### src/rtl/pipeline_hazard_unit.sv
// pipeline_hazard_unit: decode-stage hazard detection for an in-order RV32I pipe.
// Tracks DEPTH downstream stages in a shift-register scoreboard, picks
// forwarding sources for rs1/rs2, stalls on load-use, and holds flush for
// FLUSH_CYCLES cycles after a taken control transfer.
// Ports:
//   clk, rst          clock (rising), async active-high reset
//   instr_id          instruction in decode; instr_valid qualifies it
//   br_taken          taken branch/JAL/JALR resolved this cycle
//   stall, flush      hold PC/decode; squash decode
//   fwd_sel_a/b       0 = register file, k = scoreboard stage k
//   stall_cnt/flush_cnt  saturating perf counters

// One scoreboard entry's source comparison.
module pipeline_hazard_match (
  input  logic       vld,
  input  logic [4:0] rd,
  input  logic [4:0] rs1,
  input  logic [4:0] rs2,
  input  logic       use_rs1,
  input  logic       use_rs2,
  output logic       hit_a,
  output logic       hit_b
);
  assign hit_a = vld & use_rs1 & (rd == rs1);
  assign hit_b = vld & use_rs2 & (rd == rs2);
endmodule

module pipeline_hazard_unit #(
  parameter int DEPTH        = 2,
  parameter int LOAD_LAT     = 1,
  parameter int FLUSH_CYCLES = 1,
  parameter int CNT_W        = 16
) (
  input  logic             clk,
  input  logic             rst,
  input  logic [31:0]      instr_id,
  input  logic             instr_valid,
  input  logic             br_taken,
  output logic             stall,
  output logic             flush,
  output logic [2:0]       fwd_sel_a,
  output logic [2:0]       fwd_sel_b,
  output logic [CNT_W-1:0] stall_cnt,
  output logic [CNT_W-1:0] flush_cnt
);
  typedef struct packed {
    logic       vld;
    logic [4:0] rd;
    logic       ld;
  } sb_ent_t;

  sb_ent_t [DEPTH:1] sb;
  logic [2:0]        fcnt;

  logic [6:0] opc;
  logic [4:0] rd, rs1, rs2;
  logic       use_rd, use_rs1, use_rs2, is_ld;
  logic       issue;
  logic       unused_ok;

  assign opc = instr_id[6:0];
  assign rd  = instr_id[11:7];
  assign rs1 = instr_id[19:15];
  assign rs2 = instr_id[24:20];
  assign unused_ok = ^{instr_id[31:25], instr_id[14:12]};

  always_comb begin
    use_rd  = 1'b0;
    use_rs1 = 1'b0;
    use_rs2 = 1'b0;
    is_ld   = 1'b0;
    case (opc)
      7'b0110011: begin use_rd = 1'b1; use_rs1 = 1'b1; use_rs2 = 1'b1; end
      7'b0010011: begin use_rd = 1'b1; use_rs1 = 1'b1; end
      7'b0000011: begin use_rd = 1'b1; use_rs1 = 1'b1; is_ld = 1'b1; end
      7'b0110111,
      7'b0010111,
      7'b1101111: use_rd = 1'b1;
      7'b1100111: begin use_rd = 1'b1; use_rs1 = 1'b1; end
      7'b0100011,
      7'b1100011: begin use_rs1 = 1'b1; use_rs2 = 1'b1; end
      default: ;
    endcase
  end

  logic [DEPTH:1] hit_a, hit_b;

  for (genvar g = 1; g <= DEPTH; g++) begin : g_match
    pipeline_hazard_match u_match (
      .vld    (sb[g].vld),
      .rd     (sb[g].rd),
      .rs1    (rs1),
      .rs2    (rs2),
      .use_rs1(use_rs1),
      .use_rs2(use_rs2),
      .hit_a  (hit_a[g]),
      .hit_b  (hit_b[g])
    );
  end

  // Youngest match wins: scan oldest to youngest so the last write is lowest k.
  logic [2:0] sel_a, sel_b;
  logic       ld_a, ld_b;
  always_comb begin
    sel_a = '0;
    sel_b = '0;
    ld_a  = 1'b0;
    ld_b  = 1'b0;
    for (int k = DEPTH; k >= 1; k--) begin
      if (hit_a[k]) begin
        sel_a = 3'(k);
        ld_a  = sb[k].ld && (k <= LOAD_LAT);
      end
      if (hit_b[k]) begin
        sel_b = 3'(k);
        ld_b  = sb[k].ld && (k <= LOAD_LAT);
      end
    end
  end

  // br_taken is combinational into flush, so gate with rst to keep flush low
  // while reset is held.
  assign flush     = ~rst & (br_taken | (fcnt != '0));
  assign stall     = instr_valid & ~flush & (ld_a | ld_b);
  assign fwd_sel_a = flush ? '0 : sel_a;
  assign fwd_sel_b = flush ? '0 : sel_b;
  assign issue     = instr_valid & ~stall & ~flush;

  always_ff @(posedge clk or posedge rst) begin
    if (rst) begin
      sb <= '0;
    end else begin
      sb[1].vld <= issue & use_rd & (rd != 5'd0);
      sb[1].rd  <= issue ? rd : 5'd0;
      sb[1].ld  <= issue & is_ld;
      for (int k = 2; k <= DEPTH; k++) sb[k] <= sb[k-1];
    end
  end

  // fcnt holds the flush cycles remaining after the current one; a new
  // br_taken restarts it.
  always_ff @(posedge clk or posedge rst) begin
    if (rst)                fcnt <= '0;
    else if (br_taken)      fcnt <= 3'(FLUSH_CYCLES - 1);
    else if (fcnt != '0)    fcnt <= fcnt - 3'd1;
  end

  always_ff @(posedge clk or posedge rst) begin
    if (rst) begin
      stall_cnt <= '0;
      flush_cnt <= '0;
    end else begin
      if (stall && !(&stall_cnt)) stall_cnt <= stall_cnt + 1'b1;
      if (flush && !(&flush_cnt)) flush_cnt <= flush_cnt + 1'b1;
    end
  end
endmodule
### config.mk
export PLATFORM = sky130hd
export DESIGN_NAME = pipeline_hazard_unit
export DESIGN_NICKNAME = d
export VERILOG_FILES = /design/src/rtl/pipeline_hazard_unit.sv
export SDC_FILE = /design/constraint.sdc
export NUM_CORES = 1
export LEC_CHECK = 0
export ABC_CLOCK_PERIOD_IN_PS = 2950
export CAP_MARGIN = 20
export CORE_ASPECT_RATIO = 0.7
export CORE_UTILIZATION = 47
export CTS_CLUSTER_SIZE = 10
export DETAILED_ROUTE_END_ITERATION = 8
export GPL_ROUTABILITY_DRIVEN = 1
export PLACE_DENSITY = 0.92
export RECOVER_POWER = 100
export SLEW_MARGIN = 20
export SYNTH_ARGS = -nofsm -noshare
export SYNTH_HDL_FRONTEND = slang
export SYNTH_SLANG_ARGS = --single-unit
### constraint.sdc
create_clock -name clk -period 2.95 [get_ports clk]
set_input_delay 0.295 -clock clk [delete_from_list [all_inputs] [get_ports clk]]
set_output_delay 0.295 -clock clk [all_outputs]
set_load 0.02 [all_outputs]
### Yosys cells after proc, flatten, opt, wreduce, memory -nomap -nowiden

Index checks and enable logic that the tools add are counted.

| word-level totals | value |
|---|---|
| bits in registers | 48 |
| output and inout bits | 40 |

| cells by class | value |
|---|---|
| $add $sub $neg | 3 |
| eq/ne operators | 13 |
| muxes and demuxes | 15 |
| bitwise logic cells | 21 |
| reduce and logical (&&, ||, !) cells | 12 |

Operators by type and width:

| operator | count |
|---|---|
| $add 16x1->16 const B | 2 |
| $reduce_and 16->1 | 2 |
| $eq 7x6->1 const B | 3 |
| $eq 7x7->1 const B | 3 |
| $eq 5x5->1 | 4 |
| $mux 3 | 6 |
| $and 1x1->1 | 16 |
| $eq 7x5->1 const B | 2 |
| $eq 7x2->1 const B | 1 |
| $reduce_or 7->1 | 1 |
| $mux 1 | 6 |
| $reduce_or 6->1 | 1 |
| $mux 5 | 1 |
| $reduce_bool 5->1 | 1 |
| $mux 2 | 2 |
| $not 1->1 | 3 |
| $reduce_bool 3->1 | 1 |
| $reduce_or 3->1 | 1 |
| $sub 3x1->3 const B | 1 |
| $logic_and 1x1->1 | 2 |
| $logic_not 1->1 | 2 |
| $or 1x1->1 | 2 |
| $reduce_bool 2->1 | 1 |

### Depth between registers and ports, before layout

Gate-level depths: netlist of run 1.

| logic depth | value |
|---|---|
| word-level depth | 13 |
| mapped depth | 10 |

### Cells and area by module

From an unflattened synthesis of run 1, not the netlist that was laid out.

| second synthesis, totals | value |
|---|---|
| cells, all modules | 247 |
| area total of the unflattened synthesis | 2610.0 µm² |

By module, submodules not included:

| module | times used | cells each | area an instance (µm²) | sequential area each (µm²) |
|---|---|---|---|---|
| pipeline_hazard_unit | 1 | 215 | 2374.8 | 1201.2 |
| pipeline_hazard_match | 2 | 16 | 117.6 | 0.0 |

### Worst setup path after synthesis of run 1

No wires, ideal clock.

| path | value |
|---|---|
| path kind | reg-to-output |
| start | register fcnt[0] |
| end | output fwd_sel_b[1] |
| data arrival time | 2.063 ns |
| required time | 2.655 ns |
| setup slack | 0.592 ns |
| stages on the path, launching flop included | 10 |
| path through | dfrtp_1 inv_1 ha_1 ha_1 nor2b_4 or2_4 nand2_1 nor4_1 nand2_1 nor4_1 |

| between the ends | value |
|---|---|
| cells in the longest elaborated chain, start to end | 4 |

Ends and longest elaborated chain:

| element | line | source |
|---|---|---|
| start, declared | 53 | `logic [2:0] fcnt;` |
| start signal, assigned | 144 | `else if (br_taken) fcnt <= 3'(FLUSH_CYCLES - 1);` |
| start signal, assigned | 145 | `else if (fcnt != '0) fcnt <= fcnt - 3'd1;` |
| $reduce_bool 3->1 | 123 | `assign flush = ~rst & (br_taken \| (fcnt != '0));` |
| $or 1x1->1 | 123 |  |
| $and 1x1->1 | 123 |  |
| $mux 3 | 126 | `assign fwd_sel_b = flush ? '0 : sel_b;` |
| end, declared | 42 | `output logic [2:0] fwd_sel_b,` |

No other way between the ends.

### Worst setup path after layout of run 1

| path | value |
|---|---|
| start | register fcnt[0] |
| end | output fwd_sel_a[1] |

| between the ends | value |
|---|---|
| cells in the longest elaborated chain, start to end | 4 |

Ends and longest elaborated chain:

| element | line | source |
|---|---|---|
| $reduce_bool 3->1 | 123 |  |
| $or 1x1->1 | 123 |  |
| $and 1x1->1 | 123 |  |
| $mux 3 | 125 | `assign fwd_sel_a = flush ? '0 : sel_a;` |
| end, declared | 41 | `output logic [2:0] fwd_sel_a,` |

No other way between the ends.

==> key figures, run 1 <==
Timing
  • Slew @ Worst Pin: 1.77 ns
  • Fin crit period: 2.81 ns
  • Final hold violation count: 0
  • Rel. slew slack: -18.3%
  • RSZ-0062 raised after global routing: no
  • Final setup viols: 0
  • Setup TNS: 0 ns
  • Max Slew Vio Count: 49
  • Clock skew: 0.00624 ns
  • Tcrit/Tclk final: 95.3%
  • FMAX: 0.356 GHz

Min path
  • Hold path cells: 0
  • Hold worst-path end: sb[10]
  • Hold WC Path Type: flop to flop
  • Min-delay src: sb[3]

Die
  • Chip height: 62.3 µm
  • Num rows: 21
  • # IOs: 76
  • Die X: 88.1 µm
  • Core Area: 4890 µm²
  • Initial Util: 49.9%
  • Die ar.: 5480 µm²

Synthesis
  • Post-Syn Area: 2440 µm²
  • EDFF count, synth: 0
  • Sequential share of the synthesized area: 49.3%
  • Dominant synthesized flop cell: dfrtp_1
  • #FFs+latches synth: 48
  • Syn_area_per_cell: 10.7 µm²
  • Cell count after synthesis: 227
  • Number of distinct library cells after synthesis: 37
  • Syn. warnings: 0
  • Fraction of synthesis flops using an asynchronous set or reset pin: 100%

Global routing
  • Largest net degree at the start of global routing: 49
  • Total grt overflow: 0
  • Most Used Layer, Global Route: met2
  • Initial antenna violation count: 0
  • Met3 Resource Use GR: 5.05%
  • Met2 GRT Util: 34.6%
  • Vias in the first global route: 1894
  • First-pass GRT wire length: 8.83 mm
  • Met1 GRT Util: 27.1%
  • GRT Resource Usage Total: 21.0%

Setup path
  • Crit start category: flop
  • Worst EP required: 2.65 ns
  • Setup crit end kind: output pin
  • Reg2reg end: stall_cnt[12]
  • Crit path max fanout: 6
  • Crit. Startpoint: fcnt[0]
  • R2R cell count: 9
  • Critical Path AT: 2.52 ns
  • Flop-to-flop setup slack: 0.35 ns
  • Reg2reg start: fcnt[0]
  • Setup CP Type: flop to output pin

Power and ir drop
  • Pwr Density: 510 nW/µm²
  • Leak pwr: 1.46 nW
  • Max VDD drop: 0.278 mV

Finish
  • Ant. Diodes: 0
  • Area Overhead vs Synth: 30.8%
  • Fin cells: 362
  • Commonest cells after routing, fill and taps aside: 48 x dfrtp_1, 37 x xnor2_1, 37 x dlygate4sd3_1, 25 x clkdlybuf4s50_1, 18 x nand2_1
  • Share of layout cells above drive strength 1: 5.46%
  • Commonest non-fill, non-tap cell in the layout: dfrtp_1
  • FILL cells: 394
  • # nets final: 333

Clock tree
  • CTS max path bufs: 2
  • CTS Buf Count: 5
  • Root Buffer: clkbuf_8
  • Hold-fix buffers at CTS: 0
  • Worst-skew pair later-pin latency: 0.30 ns
  • Worst-path clk slew: 0.08 ns
  • CTS tree: built
  • Sink Count: 48
  • H-tree depth: 2

Drt
  • First-pass iteration count of the detailed router: 4
  • Total Wirelength: 5.22 mm
  • Via count: 1895
  • Detail Route Antenna Nets: 0
  • Starting DRT DRC Count: 76
  • DRC: 0
  • Drt wl/cell: 14.4 µm
  • Vias per cell: 5.23

Placed design
  • Dpl hpwl: 4.11 mm
  • Routability cong.: 0.899
  • Buffers added on ports: 63
  • DP Cell Count: 355

Flow run
  • Max-cap viol count: 1

Outcome
  • Outcome: complete, but fails checks
  • Failing checks: max-capacitance violations, max-slew violations
synthesized netlist by cell type (all sizes together) (3+ instances only):
library cell  number  area, µm²
a21oi              7       35.0
and4               3       28.8
xnor2             37        324
dfrtp             48       1200
xor2              12        105
nand4             13       96.3
buf                3       26.3
or3                3       28.8
nand3             13       65.1
nand2             18       67.6
inv                7       26.3
nor4               5       31.3
ha                 4       50.1
and3               8       50.1
and2               7       43.8
nor2              16       60.1
per-stage QoR:
| stage | total power, mW | utilization [%] | worst slack (ns) | cell area, µm² | hold WS [ns] |
|---|---|---|---|---|---|
| 2_1_floorplan | 1.11 | - | 0.592 | 2440 | 0.361 |
| 3_3_place_gp | 1.27 | 63.9 | 0.280 | 3120 | 0.411 |
| 3_5_place_dp | 1.30 | 63.9 | 0.242 | 3120 | 0.432 |
| 4_1_cts | 1.66 | 65.5 | 0.133 | 3200 | 0.449 |
| 5_1_grt | 1.73 | 65.2 | 0.0128 | 3190 | 0.456 |
| 6_report | 1.63 | 65.2 | 0.138 | 3190 | 0.450 |
timing repair:
action,CTS,global route
endpoints found under the hold margin,0,0
setup buffers,0,0
pin swaps,0,0
gates resized for setup,1,1
setup endpoints to repair,1,1
area by class of cell:
cell class                 count  area [µm²]  share of cell area (%)
sequential                    48        1200                    37.7
multi-input combinational    168        1170                    36.6
timing repair buffer          63         631                    19.8
tap                           69        86.3                    2.71
clock buffer                   6        72.6                    2.28
inverter                       7        26.3                   0.824
clock inverter                 1        5.00                   0.157
per-layer routing:
metal | vias to the layer above | wire length (µm)
met3 | 8 | 266
met2 | 58 | 2540
met5 | - | 0
li1 | 915 | -
met4 | 0 | 77
met1 | 914 | 2340
kinds of logic (layout without fill, tap and decap cells):
| logic type | after synthesis | after routing | synth area share (%) |
|---|---|---|---|
| AO/OA/AOI/OAI | 17 | 17 | 5.39 |
| XOR/XNOR | 49 | 49 | 17.6 |
| multiplexers | 2 | 2 | 0.924 |
| adder cells (fa/ha/maj) | 4 | 4 | 2.05 |
| other | 1 | 2 | 0.154 |
| buffers and inverters | 12 | 77 | 2.46 |
| AND/OR/NAND/NOR | 94 | 94 | 22.1 |
| flip-flops | 48 | 48 | 49.3 |
worst max-delay path: stages (launching register included):
cell and delay (ns):
dfrtp_1 0.40, inv_1 0.07, ha_1 0.15, ha_1 0.25
nor2b_4 0.18, or2_4 0.14, nand4_1 0.11, nor4_1 0.25
clkdlybuf4s50_1 0.67
sequential cells by signal, summed over array words and instances (netlist names):
signal / flops
flush_cnt: 16
stall_cnt: 16
sb: 13
fcnt: 3
power by group:
group / internal, mW / switching, mW / total [mW] / leakage [nW]
logic: 0.224 / 0.232 / 0.457 / 0.776
registers: 0.730 / 0.0752 / 0.805 / 0.645
clock network: 0.161 / 0.202 / 0.363 / 0.0410
worst max path at each step:
| stage | to | slack [ns] | depth (start not counted) |
|---|---|---|---|
| after floorplan | fwd_sel_b[1] | 0.59 | 9 |
| after global placement | stall | 0.28 | 6 |
| after detailed placement | stall | 0.24 | 6 |
| after CTS | fwd_sel_a[1] | 0.13 | 8 |
| after global routing | fwd_sel_a[1] | 0.01 | 8 |
| final | fwd_sel_a[1] | 0.14 | 8 |
Note: power is estimated with default switching activity, not from simulation.
==> inputs of run 2 (changes only) <==
--- a/config.mk
+++ b/config.mk
@@ -13,7 +13,7 @@
 export DETAILED_ROUTE_END_ITERATION = 8
 export GPL_ROUTABILITY_DRIVEN = 1
 export PLACE_DENSITY = 0.92
-export RECOVER_POWER = 100
+export RECOVER_POWER = 50
 export SLEW_MARGIN = 20
 export SYNTH_ARGS = -nofsm -noshare
 export SYNTH_HDL_FRONTEND = slang
==> run 2 against run 1 <==
The run still ends with max-capacitance violations, max-slew violations left. Critical path depth did not move. Sequential power barely moved. Sequential cell count did not move. Largest cell class unchanged. Largest power group unchanged.
==> key figures, run 2 (synthesis gave the netlist of run 1 again) <==
Outcome
  • Outcome: complete, but fails checks
  • Failing checks: max-capacitance violations, max-slew violations

Timing
  • Tcrit/Tclk final: 95.5% (+0.15 points)
  • Clock skew: 0.00470 ns (-0.00154 ns)
  • Rel. slew slack: -18.6% (-0.31 points)
  • FMAX: 0.355 GHz (-0.16%)
  • Final hold violation count: 0 (unchanged)
  • Fin crit period: 2.82 ns (+0.00452 ns)
  • Final setup viols: 0 (unchanged)
  • Max Slew Vio Count: 49 (unchanged)
  • Slew @ Worst Pin: 1.78 ns (+0.00465 ns)
  • Setup TNS: 0 ns (unchanged)
  • RSZ-0062 raised after global routing: no

Setup path
  • Reg2reg end: stall_cnt[12]
  • Flop-to-flop setup slack: 0.53 ns (+0.18 ns)
  • Most common cell on crit path: ha_1
  • Critical Path AT: 2.52 ns (about the same)
  • Setup CP Type: flop to output pin
  • Crit. Startpoint: fcnt[0]
  • Critical path's slowest cell: clkdlybuf4s50_1
  • R2R cell count: 9 (unchanged)
  • Reg2reg start: fcnt[0]
  • Crit path max fanout: 6 (unchanged)
  • Worst EP required: 2.65 ns (about the same)
  • Setup crit end kind: output pin
  • Crit start category: flop
  • CP Cell Sequence: inv_1 > ha_1 > ha_1 > nor2b_4 > or2_4 > nand4_1 > nor4_1 > clkdlybuf4s50_1
  • CP peak stage delay: 0.67 ns (about the same)

Flow run
  • Max-cap viol count: 1 (unchanged)

Min path
  • Hold path cells: 0 (unchanged)
  • Hold WC Path Type: flop to flop
  • Min-delay src: sb[3]
  • Hold worst-path end: sb[10]

Finish
  • Ant. Diodes: 0 (unchanged)
  • Commonest non-fill, non-tap cell in the layout: clkdlybuf4s50_1
  • Flip-flop and latch area: 1200 µm² (unchanged)
  • Commonest cells after routing, fill and taps aside: 51 x clkdlybuf4s50_1, 48 x dfrtp_1, 37 x xnor2_1, 18 x nand2_1, 16 x nor2_1
  • Util after Layout: 65.5% (+0.28 points)
  • Multi-input logic area: 1180 µm² (+1.2%)
  • Share of layout cells above drive strength 1: 5.80% (+0.34 points)
  • FILL cells: 391 (-0.76%)
  • # nets final: 333 (unchanged)
  • Area Overhead vs Synth: 31.4%
  • Largest registers: flush_cnt (16), stall_cnt (16), sb (13)

Global routing
  • Total grt overflow: 0 (unchanged)
  • GRT Resource Usage Total: 21.0% (unchanged)
  • Met3 Resource Use GR: 5.05% (unchanged)
  • Initial antenna violation count: 0 (unchanged)
  • Met1 GRT Util: 27.1% (unchanged)
  • First-pass GRT wire length: 8.83 mm (unchanged)
  • Largest net degree at the start of global routing: 49 (unchanged)
  • Vias in the first global route: 1894 (unchanged)
  • Met2 GRT Util: 34.6% (unchanged)
  • Most Used Layer, Global Route: met2

Die
  • Core Area: 4890 µm² (unchanged)
  • Die ar.: 5480 µm² (unchanged)
  • Chip height: 62.3 µm (unchanged)
  • Num rows: 21 (unchanged)
  • Initial Util: 49.9% (unchanged)
  • Die X: 88.1 µm (unchanged)
  • # IOs: 76 (unchanged)

Drt
  • Detail Route Antenna Nets: 0 (unchanged)
  • Total Wirelength: 5.20 mm (-0.38%)
  • Drt wl/cell: 14.4 µm (-0.38%)
  • DRC: 0 (unchanged)
  • Vias per cell: 5.26 (+0.47%)
  • Via count: 1904 (+0.47%)
  • First-pass iteration count of the detailed router: 4 (unchanged)
  • Starting DRT DRC Count: 81 (+6.6%)

Power and ir drop
  • Max VDD drop: 0.283 mV (+1.8%)
  • Pwr Density: 514 nW/µm² (+0.80%)
  • Leak pwr: 1.39 nW (-4.8%)

Clock tree
  • Sink Count: 48 (unchanged)
  • Worst-path clk slew: 0.08 ns (about the same)
  • H-tree depth: 2 (unchanged)
  • CTS Buf Count: 5 (unchanged)
  • Root Buffer: clkbuf_8
  • CTS max path bufs: 2 (unchanged)
  • Hold-fix buffers at CTS: 0 (unchanged)
  • CTS tree: built
  • Worst-skew pair later-pin latency: 0.29 ns (about the same)

Placed design
  • Dpl hpwl: 4.11 mm (unchanged)
  • Buffers added on ports: 63 (unchanged)
  • Routability cong.: 0.899 (unchanged)
==> run 2: how the worst max path moves through the flow <==
stage / to / slack (ns) / depth (start not counted)
after global routing: fwd_sel_a[1] / 0.01 / 8
after CTS: fwd_sel_a[1] / 0.13 / 8
after detailed placement: stall / 0.24 / 6
final: fwd_sel_a[1] / 0.13 / 8
after global placement: stall / 0.28 / 6
after floorplan: fwd_sel_b[1] / 0.59 / 9
==> run 2: repair_timing <==
action / 4_1_cts / 5_1_grt
gates resized for setup: 1 / 1
setup buffers: 0 / 0
endpoints found under the setup margin: 1 / 1
==> run 2: worst max-delay path, delay by kind of cell (launching register included) <==
family | cells | cell delay [ns]
adder cells (fa/ha/maj) | 2 | 0.40
buffers and inverters | 2 | 0.74
flip-flops | 1 | 0.40
AND/OR/NAND/NOR | 4 | 0.70
==> run 2: final cells by class <==
cell class                      instances  share of cell area, %
Clock buffer                            6                   2.27
Clock inverter                          1                  0.156
Inverter                                7                  0.821
Multi-Input combinational cell        168                   36.9
Sequential cell                        48                   37.5
Tap cell                               69                   2.70
Timing Repair Buffer                   63                   19.7
==> run 2: stage by stage <==
step	total power [mW]	setup WS [ns]	area (µm²)	std cells	hold slack (ns)
3_3_place_gp	1.27	0.280	3120	355	0.411
5_1_grt	1.75	0.0128	3200	362	0.456
2_1_floorplan	1.11	0.592	2440	228	0.361
6_report	1.65	0.133	3200	362	0.450
4_1_cts	1.66	0.133	3200	362	0.449
3_5_place_dp	1.30	0.242	3120	355	0.432
==> run 2: routing by layer <==
metal | wire length, µm | part of all wire, %
met5 | 0 | 0
met4 | 77 | 1.5
met3 | 243 | 4.7
met2 | 2540 | 49
met1 | 2340 | 45
==> run 2: where the power goes <==
group          leakage, nW  internal [mW]  switching [mW]
registers            0.645          0.730          0.0779
clock network       0.0410          0.161           0.201
logic                0.705          0.241           0.234
total                 1.39           1.13           0.513
==> inputs of run 3 (changes only) <==
--- a/config.mk
+++ b/config.mk
@@ -11,7 +11,7 @@
 export CORE_UTILIZATION = 47
 export CTS_CLUSTER_SIZE = 10
 export DETAILED_ROUTE_END_ITERATION = 8
-export GPL_ROUTABILITY_DRIVEN = 1
+export GPL_ROUTABILITY_DRIVEN = 0
 export PLACE_DENSITY = 0.92
 export RECOVER_POWER = 50
 export SLEW_MARGIN = 20
==> results of run 3 <==
Final layout, timing and power as in run 2 (identical DEF).
